**src/rtl/traffic_pkg.sv**
```systemverilog
`default_nettype none
// ============================================================================
// Module   : traffic_pkg
// Brief    : Shared state codes, lamp encodings and direction codes for the
//            intersection scheduler.
// Revision : 1.0 - initial release
// ============================================================================
package traffic_pkg;

  // Controller state codes (also exported on the phase output)
  localparam logic [2:0] ST_NS_G = 3'd0;
  localparam logic [2:0] ST_NS_Y = 3'd1;
  localparam logic [2:0] ST_EW_G = 3'd2;
  localparam logic [2:0] ST_EW_Y = 3'd3;
  localparam logic [2:0] ST_WALK = 3'd4;
  localparam logic [2:0] ST_CLR  = 3'd5;

  // One-hot lamp head encoding {G,Y,R}
  localparam logic [2:0] LIGHT_GREEN  = 3'b100;
  localparam logic [2:0] LIGHT_YELLOW = 3'b010;
  localparam logic [2:0] LIGHT_RED    = 3'b001;

  // Direction codes
  localparam logic DIR_NS = 1'b0;
  localparam logic DIR_EW = 1'b1;

  // Lamp shown by a head whose green/yellow states are g_st/y_st
  function automatic logic [2:0] lamp_for(input logic [2:0] st,
                                          input logic [2:0] g_st,
                                          input logic [2:0] y_st);
    if (st == g_st)      return LIGHT_GREEN;
    else if (st == y_st) return LIGHT_YELLOW;
    else                 return LIGHT_RED;
  endfunction

endpackage
`default_nettype wire

```
**src/rtl/phase_timer.sv**
```systemverilog
`default_nettype none
// ============================================================================
// Module   : phase_timer
// Brief    : Per-phase cycle counter. Clears on request, otherwise counts up
//            and holds once it reaches the saturation value.
// Revision : 1.0 - initial release
// ============================================================================
module phase_timer #(
  parameter int CNT_W = 8
) (
  input  logic             clk,
  input  logic             reset,
  input  logic             i_clr,
  input  logic [CNT_W-1:0] i_sat_at,
  output logic [CNT_W-1:0] o_count
);

  logic [CNT_W-1:0] r_count;

  // Count cycles spent in the current phase, holding at the saturation value
  always_ff @(posedge clk) begin
    if (reset || i_clr) begin
      r_count <= '0;
    end else if (r_count < i_sat_at) begin
      r_count <= r_count + 1'b1;
    end
  end

  assign o_count = r_count;

endmodule
`default_nettype wire

```
**src/rtl/intersection_scheduler.sv**
```systemverilog
`default_nettype none
// ============================================================================
// Module   : intersection_scheduler
// Brief    : Moore controller sharing one intersection between NS traffic,
//            EW traffic, a pedestrian walk phase and emergency preemption.
// Revision : 1.0 - initial release
// ============================================================================
module intersection_scheduler
  import traffic_pkg::*;
#(
  parameter int GREEN_CYCLES   = 6,
  parameter int YELLOW_CYCLES  = 2,
  parameter int ALL_RED_CYCLES = 1,
  parameter int PED_CYCLES     = 4,
  parameter int CNT_W          = 8
) (
  input  logic       clk,
  input  logic       reset,
  input  logic       i_car_ns,
  input  logic       i_car_ew,
  input  logic       i_ped_req,
  input  logic       i_emerg_req,
  input  logic       i_emerg_dir,
  output logic [2:0] o_light_ns,
  output logic [2:0] o_light_ew,
  output logic       o_walk,
  output logic [2:0] o_phase
);

  // Last timer value of each phase (phase of N cycles ends at N-1)
  localparam logic [CNT_W-1:0] c_green_last  = CNT_W'(GREEN_CYCLES - 1);
  localparam logic [CNT_W-1:0] c_yellow_last = CNT_W'(YELLOW_CYCLES - 1);
  localparam logic [CNT_W-1:0] c_clr_last    = CNT_W'(ALL_RED_CYCLES - 1);
  localparam logic [CNT_W-1:0] c_ped_last    = CNT_W'(PED_CYCLES - 1);

  logic [2:0]       r_state;
  logic             r_last_dir;
  logic             r_ped_pend;
  logic [2:0]       w_next;
  logic [CNT_W-1:0] w_count;
  logic [CNT_W-1:0] w_sat_at;
  logic             w_emerg_ns;
  logic             w_emerg_ew;

  assign w_emerg_ns = i_emerg_req && (i_emerg_dir == DIR_NS);
  assign w_emerg_ew = i_emerg_req && (i_emerg_dir == DIR_EW);

  // Timer saturation point for the current phase; a resting green holds here
  always_comb begin
    w_sat_at = c_clr_last;
    case (r_state)
      ST_NS_G, ST_EW_G: w_sat_at = c_green_last;
      ST_NS_Y, ST_EW_Y: w_sat_at = c_yellow_last;
      ST_WALK:          w_sat_at = c_ped_last;
      default:          w_sat_at = c_clr_last;
    endcase
  end

  phase_timer #(.CNT_W(CNT_W)) u_timer (
    .clk      (clk),
    .reset    (reset),
    .i_clr    (w_next != r_state),
    .i_sat_at (w_sat_at),
    .o_count  (w_count)
  );

  // Next-state decision: preemption first, then minimum green and demand
  always_comb begin
    w_next = r_state;
    case (r_state)
      ST_NS_G: begin
        if (w_emerg_ew) begin
          w_next = ST_NS_Y;
        end else if (!w_emerg_ns && (w_count >= c_green_last) &&
                     (i_car_ew || r_ped_pend)) begin
          w_next = ST_NS_Y;
        end
      end
      ST_EW_G: begin
        if (w_emerg_ns) begin
          w_next = ST_EW_Y;
        end else if (!w_emerg_ew && (w_count >= c_green_last) &&
                     (i_car_ns || r_ped_pend)) begin
          w_next = ST_EW_Y;
        end
      end
      ST_NS_Y, ST_EW_Y: begin
        if (w_count >= c_yellow_last) w_next = ST_CLR;
      end
      ST_WALK: begin
        if (i_emerg_req || (w_count >= c_ped_last)) w_next = ST_CLR;
      end
      ST_CLR: begin
        if (w_count >= c_clr_last) begin
          if (i_emerg_req)               w_next = (i_emerg_dir == DIR_EW) ? ST_EW_G : ST_NS_G;
          else if (r_ped_pend)           w_next = ST_WALK;
          else if (r_last_dir == DIR_EW) w_next = ST_NS_G;
          else                           w_next = ST_EW_G;
        end
      end
      default: w_next = ST_CLR;
    endcase
  end

  // State, last served direction and pending pedestrian request
  always_ff @(posedge clk) begin
    if (reset) begin
      r_state    <= ST_CLR;
      r_last_dir <= DIR_EW;
      r_ped_pend <= 1'b0;
    end else begin
      r_state <= w_next;
      if (w_next == ST_NS_Y && r_state != ST_NS_Y) r_last_dir <= DIR_NS;
      if (w_next == ST_EW_Y && r_state != ST_EW_Y) r_last_dir <= DIR_EW;
      // Entering WALK serves the request and absorbs a press in that same cycle
      if (w_next == ST_WALK && r_state != ST_WALK) begin
        r_ped_pend <= 1'b0;
      end else if (i_ped_req && r_state != ST_WALK) begin
        r_ped_pend <= 1'b1;
      end
    end
  end

  assign o_light_ns = lamp_for(r_state, ST_NS_G, ST_NS_Y);
  assign o_light_ew = lamp_for(r_state, ST_EW_G, ST_EW_Y);
  assign o_walk     = (r_state == ST_WALK);
  assign o_phase    = r_state;

endmodule
`default_nettype wire

```
**config.mk**
```make
export PLATFORM = sky130hd
export DESIGN_NAME = intersection_scheduler
export DESIGN_NICKNAME = d
export VERILOG_FILES = /design/src/rtl/traffic_pkg.sv /design/src/rtl/phase_timer.sv /design/src/rtl/intersection_scheduler.sv
export SDC_FILE = /design/constraint.sdc
export NUM_CORES = 1
export LEC_CHECK = 0
export CAP_MARGIN = 20
export CORE_MARGIN = 4
export CORE_UTILIZATION = 52
export CTS_BUF_LIST = sky130_fd_sc_hd__clkbuf_8
export DETAILED_ROUTE_END_ITERATION = 7
export PLACE_DENSITY_LB_ADDON = 0.05
export REMOVE_ABC_BUFFERS = 1
export SETUP_SLACK_MARGIN = 0.3
export SYNTH_ARGS = -nofsm -noshare
export SYNTH_HDL_FRONTEND = slang
export SYNTH_SLANG_ARGS = --single-unit
```
**constraint.sdc**
```tcl
create_clock -name clk -period 2.47 [get_ports clk]
set_input_delay 0.3705 -clock clk [delete_from_list [all_inputs] [get_ports clk]]
set_output_delay 0.3705 -clock clk [all_outputs]
set_load 0.05 [all_outputs]
```
[After elaboration in Yosys (flattened, before gate mapping)]
Cells that the tools add are included.
Cells by class
  add/sub/neg operators: 1
  order comparisons: 5
  muxes and demuxes: 17
  bitwise gates (word level): 1
  reductions and logical operators: 21
  eq/ne operators: 12
Operator list (count)
  two-way mux 3 bit: 11
  greater-or-equal comparator 8 x 1 -> 1 bit, second input constant: 2
  case mux 3 bit (5 select lines): 1
  logical AND 1 bit: 10
  equality test 3 x 2 -> 1 bit, second input constant: 3
  equality test 3 bit, second input constant: 3
  case mux 3 bit (3 select lines): 1
  adder 8 x 1 -> 8 bit, second input constant: 1
  greater-or-equal comparator 8 x 2 -> 1 bit, second input constant: 1
  greater-or-equal comparator 8 x 3 -> 1 bit, second input constant: 1
  < comparator 8 x 3 -> 1 bit: 1
  two-way mux 2 bit: 4
  OR reduction 2 bit: 4
  equality test 3 x 1 -> 1 bit, second input constant: 2
  logical OR 1 bit: 4
  logical NOT 3 bit: 1
  inequality test 3 x 1 -> 1 bit, second input constant: 1
  inequality test 3 x 2 -> 1 bit, second input constant: 1
  inequality test 3 bit: 1
  inequality test 3 bit, second input constant: 1
  logical NOT 1 bit: 2
  NOT 1 bit: 1
Word-level totals
  logic and storage cells: 61
  flip-flop bits (word level): 13
  output and inout bits: 10

[Depth between registers and ports, before layout]
Gate-level depths: netlist of the first run.
  word-level depth: 11
  gate-level depth with buffers: 8

[By module]
A second synthesis of the first run with hierarchy kept.
Second synthesis, totals
  cells, all modules: 131
  area total of the unflattened synthesis: 1006.0 µm²
Modules (own cells, without submodules)
  phase_timer: instances 1, cells an instance 68, sequential area each 160.2 µm², area an instance 554.3 µm²
  intersection_scheduler: instances 1, cells an instance 63, sequential area each 100.1 µm², area an instance 451.7 µm²

[Worst setup path before layout of the first run]
OpenSTA, ideal clock, no wires.
  path kind: reg2reg
  start: register r_state[1] (netlist: o_phase[1])
  end: register u_timer.r_count[0] (netlist: u_timer.o_count[0])
  library setup time: 0.129 ns
  arrival time: 2.756 ns
  stages on the path, launching flop included: 6
  period minus slack after synthesis: 2.885 ns
  path buffers: 0
  slack: -0.415 ns
  cell sequence: dfxtp_1 nand2b_1 nor2_1 o311ai_4 a31oi_4 nor3b_2
On the way
  longest elaborated chain between the ends: 5
Ends and longest elaborated chain
  start, declared: RTL line intersection_scheduler.sv:36  | logic [2:0] r_state;
  start signal, assigned: RTL line intersection_scheduler.sv:112  | r_state <= w_next;
  branches (longest 5 deep; another with < comparator 8 x 3 -> 1 bit)
  end signal, assigned: RTL line phase_timer.sv:25  | r_count <= r_count + 1'b1;
  end, declared: RTL line phase_timer.sv:18  | logic [CNT_W-1:0] r_count;
Parallel ways; which one is timed is not known.
A chain may end at the register's enable or synchronous reset.

[Worst setup path after layout of the first run]
  start: register r_state[1] (netlist: o_phase[1])
  end: register u_timer.r_count[2] (netlist: u_timer.o_count[2])
Same word-level chain as after synthesis.

==> results of run 1 <==
[layer usage]
metal | routed length, um | up-vias
met3 | 76 | 5
met2 | 797 | 21
met1 | 913 | 345
met5 | 0 | -
li1 | - | 385
met4 | 26 | 0
[repair_timing]
item | in CTS | in global routing
hold buffers | 0 | 0
setup buffers | 0 | 0
cloned | 0 | 0
resized for setup | 5 | 5
setup endpoints to repair | 5 | 4
[metrics by stage]
stage               cell area, um^2  instances  util, %  setup WS [ns]
floorplan                       808         95        -         -0.416
global placement                992        127     71.8          0.276
detailed placement              992        127     71.8          0.254
CTS                            1030        131     74.8          0.354
global route                   1050        131     76.0          0.314
finish                         1050        131     76.0          0.397
[final cells by class]
| cell class | count | area (um^2) |
|---|---|---|
| multi-input combinational | 75 | 536 |
| fill | 105 | 332 |
| sequential | 13 | 263 |
| timing repair buffer | 17 | 163 |
| clock buffer | 3 | 41.3 |
| inverter | 7 | 26.3 |
| tap | 15 | 18.8 |
| clock inverter | 1 | 3.75 |
[power by group]
group | internal (mW) | leakage (nW) | switching [mW] | total, mW
combinational | 0.232 | 0.330 | 0.401 | 0.633
clock | 0.109 | 0.0269 | 0.0693 | 0.179
sequential | 0.244 | 0.106 | 0.0611 | 0.305
[worst reg2reg max path, cell delays in order (launching register included)]
cell	delay, ns
dfxtp_1	0.40
or3_1	0.47
ha_1	0.31
a21o_1	0.20
o21ai_2	0.17
nand3_1	0.12
xnor2_1	0.22
nor3b_2	0.06
[synthesized netlist by cell type, types with 2 or more instances]
cell and count:
a21oi_1 7, dfxtp_1 13, ha_1 5, inv_1 7, nand2_1 8, nand3_1 3, nor2_1 15, nor2b_1 3
nor3_1 4, nor3b_2 4, o21ai_0 2, o21bai_1 2, or3_1 2, or4_1 2, xnor2_1 2
[final timing paths]
path                 startpoint            endpoint  slack (ns)  depth (start not counted)
min reg2reg  u_timer.o_count[4]  u_timer.o_count[4]        0.45                          2
max reg2reg          o_phase[1]  u_timer.o_count[2]        0.40                          7
min          u_timer.o_count[4]  u_timer.o_count[4]        0.45                          2
max                  o_phase[1]  u_timer.o_count[2]        0.40                          7
[registers in the layout (all words and copies together) (netlist names)]
name	count
r_ped_pend	1
r_last_dir	1
u_timer.o_count	8
o_phase	3
[cell families (layout without fill, tap and decap cells)]
kind of cell    count (synthesis)  count (layout)  synth area share, %
compound gates                 20              20                 20.3
mux                             1               1                 1.23
fa+ha+maj                       5               5                 7.70
flops                          13              13                 32.0
xor+xnor                        2               2                 2.16
simple gates                   47              47                 32.8
buf+inv                         8              28                 3.70
==> reports/metrics.yaml, run 1 <==
drtPass1Iterations: 4
clkSinkCount: 13
worst_pin_slew_ns: 0.509
ir_drop_mv: 0.875
drtIter0Drc: 22
die_area_um2: 2260
coreArea_um2: 1380
p_per_area_nw_per_um2: 1060
worst_ep_required_time_ns: 2.59
synth_cell_types: 32
syn_area_per_cell_um2: 8.46
grt_first_pass_wirelength_mm: 2.97
path_buf_inv: 0
start_util_pct: 58.7
synthToLayoutAreaGrowth_pct: 29.4
syn_area_um2: 812
end_kind: "flop"
synth_flop_cell: "dfxtp_1"
cts_tree: "done"
worstSkewPairLatency_ns: 0.24
buffer_ports.inserted: 16
yosys.area.top_type: "dfxtp_1"
cellLeakagePower_nw: 0.463
finalPower_mw: 1.12
maxCapViolCount: 0
hold_violations: 0
synthesis.yosys.warnings: 0
use_met3_pct: 2.26
die_w_um: 47.5
cpPeakStageDelay_ns: 0.46
wl_per_cell_um: 13.8
layout_commonest_cell: "nor2_1"
slew_headroom_pct: 66.0
hpwl_mm: 1.42
gp_congestion: 0.781
yosys-top-cells-area: "dfxtp_1 (32%), ha_1 (7.7%), nor2_1 (6.9%)"
vias_per_cell: 5.77
ys_async_sr_fraction_pct: 0
row_count: 13
overflow: 0
use_met1_pct: 27.1
dieHeight_um: 47.5
cts-root-buf: "clkbuf_8"
drive_gt1_share_pct: 18.1
grt_use_met2_pct: 27.8
layout.nets: 129
final_cell_mix: "nor2_1 (15), dfxtp_1 (11), clkdlybuf4s50_1 (10)"
clockBufferDepth: 2
synth_edf_count: 0
worstHoldPathType: "flop to flop"
ys_seq_elements: 13
yosysTopAreaCellShare_pct: 32.0
finalCritPeriodShare_pct: 83.9
grt.busiest_layer: "met2"
arrival_ns: 2.19
fin_skew_ns: 0.00402
slew_violations: 0
antenna_found_initial: 0
criticalPathCategory: "flop to flop"
max_freq_ghz: 0.482
start_kind: "flop"
seq_area_frac_synth_pct: 32.0
cts-htree-levels: 1
insertedDiodeCount: 0
path_delay_family: "simple AND/OR/NAND/NOR gates"
cts-buffers-inserted: 3
wirelength_mm: 1.81
crit_fanout: 10
antenna_left: 0
pin_count: 17
setup_viol: 0
fin_hold_ws_ns: 0.447
drc: 0
cp_cell_sequence: "or3_1 > ha_1 > a21o_1 > o21ai_2 > nand3_1 > xnor2_1 > nor3b_2"
syn_inst: 96
fin_crit_ns: 2.07
rsz0062_at_grt: "no"
cp_slowest_cell: "or3_1"
grt_max_degree: 12
num_vias: 756
clk_pin_slew_ns: 0.05
grt_pass1_vias: 675
track_usage_pct: 18.6
status: "finished clean"
tns_ns: 0
No activity file was read; power rests on OpenSTA's default activity.
==> run 2, diff against run 1 <==
clock period = 1.99 ns   (was 2.47 ns; I/O delays follow)
==> run 2 against run 1 <==
- the run now ends with negative setup slack left
- setup slack lost 0.42 ns
- non-clock buffer count rose by 12
- routed wire length grew 61%
- sequential power increased by 13%
- core utilization rose by 14 points
- clock-buffer cell count stayed put
- via count grew 18%
- sequential share of layout area is 3.4 points lower
- first-iteration DRC count grew 27%
- critical endpoint is now u_timer.o_count[3]
- largest power group unchanged
- highest routed layer unchanged
==> reports/metrics.yaml, run 2 (synthesized netlist as in run 1, its figures left out) <==
setup_viol: 1
grt_pass1_vias: 924
p_per_area_nw_per_um2: 1420
antenna_found_initial: 0
ir_drop_mv: 1.08
wl_per_cell_um: 20.4
drtIter0Drc: 28
fillers: 60
worst_pin_slew_ns: 0.487
fin_crit_ns: 2.01
buffer_ports.inserted: 16
insertedDiodeCount: 0
drtPass1Iterations: 4
dp_cells: 135
max_freq_ghz: 0.496
maxCapViolCount: 0
path_buf_inv: 0
arrival_ns: 2.18
clkSinkCount: 13
fin_skew_ns: 0.000550
multi_input_area_um2: 606
clk_pin_slew_ns: 0.06
end_kind: "flop"
wirelength_mm: 2.92
synthToLayoutAreaGrowth_pct: 53.9
die_w_um: 47.5
finalCritPeriodShare_pct: 101
rsz0062_at_grt: "yes"
worstSkewPairLatency_ns: 0.25
r2r_slack_ns: -0.02
hold_buffers: 0
finalPower_mw: 1.77
cts-htree-levels: 1
crit_fanout: 8
antenna_left: 0
overflow: 0
status: "finished, violations left"
start_util_pct: 58.7
clockBufferDepth: 2
coreArea_um2: 1380
vias_per_cell: 6.26
num_vias: 895
cts-buffers-inserted: 3
cts_tree: "done"
cp_slowest_cell: "or4_4"
start_kind: "flop"
pin_count: 17
die_area_um2: 2260
grt_max_degree: 11
hpwl_mm: 1.65
worst_ep_required_time_ns: 2.16
hold_violations: 0
grt_first_pass_wirelength_mm: 4.49
track_usage_pct: 30.1
ff_latch_area_um2: 270
cpPeakStageDelay_ns: 0.54
violations: "negative setup slack"
largest_reg_flops: 8
setup_ws_ns: -0.0245
drive_gt1_share_pct: 47.7
dieHeight_um: 47.5
final_cell_mix: "buf_4 (18), nor2_1 (12), nand2_1 (7), a21oi_1 (7), dfxtp_1 (7)"
slew_headroom_pct: 67.6
layout.nets: 141
cts-root-buf: "clkbuf_8"
cellLeakagePower_nw: 0.525
gp_congestion: 0.851
row_count: 13
worstHoldPathType: "flop to flop"
layout_commonest_cell: "buf_4"
drc: 0
criticalPathCategory: "flop to flop"
fin_cells: 143
path_delay_family: "simple AND/OR/NAND/NOR gates"
cp_cell_sequence: "or4_4 > or2_4 > o311ai_4 > a31oi_4 > nor3b_2"
slew_violations: 0
[run 2: path summary, 6_finish.rpt]
kind                 startpoint            endpoint  cells after the start
max          u_timer.o_count[4]  u_timer.o_count[3]                      5
min          u_timer.o_count[4]  u_timer.o_count[4]                      2
max reg2reg  u_timer.o_count[4]  u_timer.o_count[3]                      5
min reg2reg  u_timer.o_count[4]  u_timer.o_count[4]                      2
[run 2: worst min-delay path, stage by stage (launching register included)]
cell,delay [ns]
dfxtp_2,0.33
nand2_1,0.05
nor2_1,0.03
[run 2: repair_timing]
action                     CTS  global route
setup endpoints to repair   14            13
buffers inserted             3             1
gates resized for setup     19            10
pin swaps                   14             9
[run 2: layout make-up]
type	count	area share (%)
clock buffers	3	3.30
clock inverters	1	0.400
inverters	7	2.10
multi-input cells	75	48.4
flip-flops and latches	13	21.6
well taps	15	1.50
repair buffers	29	22.6
[run 2: stage by stage]
step	TNS, ns	utilization [%]	area [um^2]	hold slack (ns)	setup slack (ns)
6_report	-0.0245	90.4	1250	0.449	-0.0245
3_3_place_gp	-0.794	78.3	1080	0.433	-0.133
2_1_floorplan	-9.44	-	808	0.371	-0.896
5_1_grt	-0.157	90.4	1250	0.484	-0.0664
4_1_cts	0	87.4	1210	0.453	0.0657
3_5_place_dp	-1.46	78.3	1080	0.438	-0.234
[run 2: power by group]
part / internal (mW) / total, mW / leakage [nW] / switching, mW
logic: 0.476 / 1.18 / 0.391 / 0.703
registers: 0.306 / 0.345 / 0.109 / 0.0387
clock network: 0.139 / 0.247 / 0.0255 / 0.108
total: 0.921 / 1.77 / 0.525 / 0.850
[run 2: layer usage]
metal  track usage (%)  wire [um]  up-vias
met5                 0          0        -
met4              21.5        125        0
met3              6.77        265       15
met2              49.2       1390       65
met1              34.2       1140      411
li1                  -          -      404
==> run 3, diff against run 2 <==
CTS_BUF_LIST = sky130_fd_sc_hd__clkbuf_4   (was sky130_fd_sc_hd__clkbuf_8)
PLACE_DENSITY = 0.81   (was not set)
PLACE_DENSITY_LB_ADDON = not set   (was 0.05)
SETUP_SLACK_MARGIN = 0.1   (was 0.3)
==> run 3 against run 2 <==
- the run still ends with negative setup slack left
- critical path type unchanged
- sequential power is 2% lower
- design area is 2.0% lower
- sequential share of layout area is 0.34 points higher
- flip-flop and latch count stayed put
- largest cell class unchanged
- register-to-register slack worse by 0.03 ns
- combinational power hardly changed
- cell count is 2.1% higher
- clock skew is 0.0096 ns higher
- worst hold slack better by 0.011 ns
- critical endpoint is now u_timer.o_count[0]
==> reports/metrics.yaml, run 3 (synthesized netlist as in run 1, its figures left out) <==
die_w_um: 47.5
buffer_ports.inserted: 16
finalPower_mw: 1.69
pin_count: 17
layout_commonest_cell: "buf_4"
crit_fanout: 8
slew_headroom_pct: 66.4
antenna_left: 0
status: "finished, violations left"
grt_pass1_vias: 867
criticalPathCategory: "flop to flop"
hpwl_mm: 1.60
wirelength_mm: 2.71
num_vias: 906
final_area_um2: 1220
coreArea_um2: 1380
rsz0062_at_grt: "yes"
clk_pin_slew_ns: 0.10
postLayoutCoreUtil_pct: 88.6
insertedDiodeCount: 0
cts-htree-levels: 1
grt_max_degree: 11
die_area_um2: 2260
start_kind: "flop"
slew_violations: 0
antenna_found_initial: 0
cts-buffers-inserted: 3
worstSkewPairLatency_ns: 0.29
violations: "negative setup slack"
drive_gt1_share_pct: 42.0
hold_violations: 0
maxCapViolCount: 0
clockBufferDepth: 2
gp_congestion: 0.858
max_freq_ghz: 0.488
p_per_area_nw_per_um2: 1380
start_util_pct: 58.7
drc: 0
fin_skew_ns: 0.0101
finalCritPeriodShare_pct: 103
clkSinkCount: 13
place_ws_ns: -0.191
ir_drop_mv: 0.862
final_cell_mix: "buf_4 (20), nor2_1 (15), dfxtp_1 (8)"
overflow: 0
worstHoldPathType: "flop to flop"
cellLeakagePower_nw: 0.540
dpl_cell_area_um2: 1090
largest_reg_flops: 8
hold_buffers: 0
cts-root-buf: "clkbuf_4"
arrival_ns: 2.26
setup_ws_ns: -0.0572
end_kind: "flop"
track_usage_pct: 24.5
vias_per_cell: 6.21
worst_pin_slew_ns: 0.503
fin_crit_ns: 2.05
drtPass1Iterations: 4
drtIter0Drc: 38
dp_cells: 136
dieHeight_um: 47.5
tns_ns: -0.0792
fin_hold_ws_ns: 0.460
cts_tree: "done"
setup_viol: 3
synthToLayoutAreaGrowth_pct: 50.8
layout.nets: 144
fin_cells: 146
grt_first_pass_wirelength_mm: 3.74
wl_per_cell_um: 18.5
worst_ep_required_time_ns: 2.20
row_count: 13
run 3: worst paths after layout:
| path | startpoint | endpoint | slack, ns | cells after the start |
|---|---|---|---|---|
| setup / recovery | o_phase[1] | u_timer.o_count[0] | -0.06 | 6 |
| hold / removal | u_timer.o_count[4] | u_timer.o_count[4] | 0.46 | 2 |
| setup reg to reg | o_phase[1] | u_timer.o_count[0] | -0.06 | 6 |
| hold reg to reg | u_timer.o_count[4] | u_timer.o_count[4] | 0.46 | 2 |
run 3: routing by layer:
metal / part of all wire [%] / track usage (%) / up-vias
li1: - / - / 410
met1: 39 / 26.9 / 422
met2: 47 / 41.4 / 56
met3: 8.0 / 5.26 / 18
met4: 5.6 / 17.1 / 0
met5: 0 / 0 / -
run 3: worst max-delay path, stage by stage, from the launching register on:
cell	delay, ns
dfxtp_2	0.35
buf_6	0.11
or4_4	0.50
or4_1	0.46
nand3_2	0.14
a31oi_4	0.17
nor3b_2	0.24
run 3: what timing repair did:
action,CTS,global route
pin swaps,10,4
buffers inserted,6,0
gates resized for setup,12,7
endpoints found under the setup margin,7,11
endpoints found under the hold margin,0,0
run 3: cell type report:
class                      instances  area (um^2)
multi-input combinational         75          569
timing repair buffer              32          314
sequential                        13          269
fill                              69          158
inverter                           7         26.3
clock buffer                       3         22.5
tap                               15         18.8
clock inverter                     1         5.00
run 3: power breakdown:
part / leakage (nW) / total (mW) / internal, mW / switching (mW)
Clock: 0.0177 / 0.183 / 0.0749 / 0.108
Sequential: 0.108 / 0.339 / 0.306 / 0.0336
Combinational: 0.414 / 1.17 / 0.492 / 0.678
Total: 0.540 / 1.69 / 0.873 / 0.820
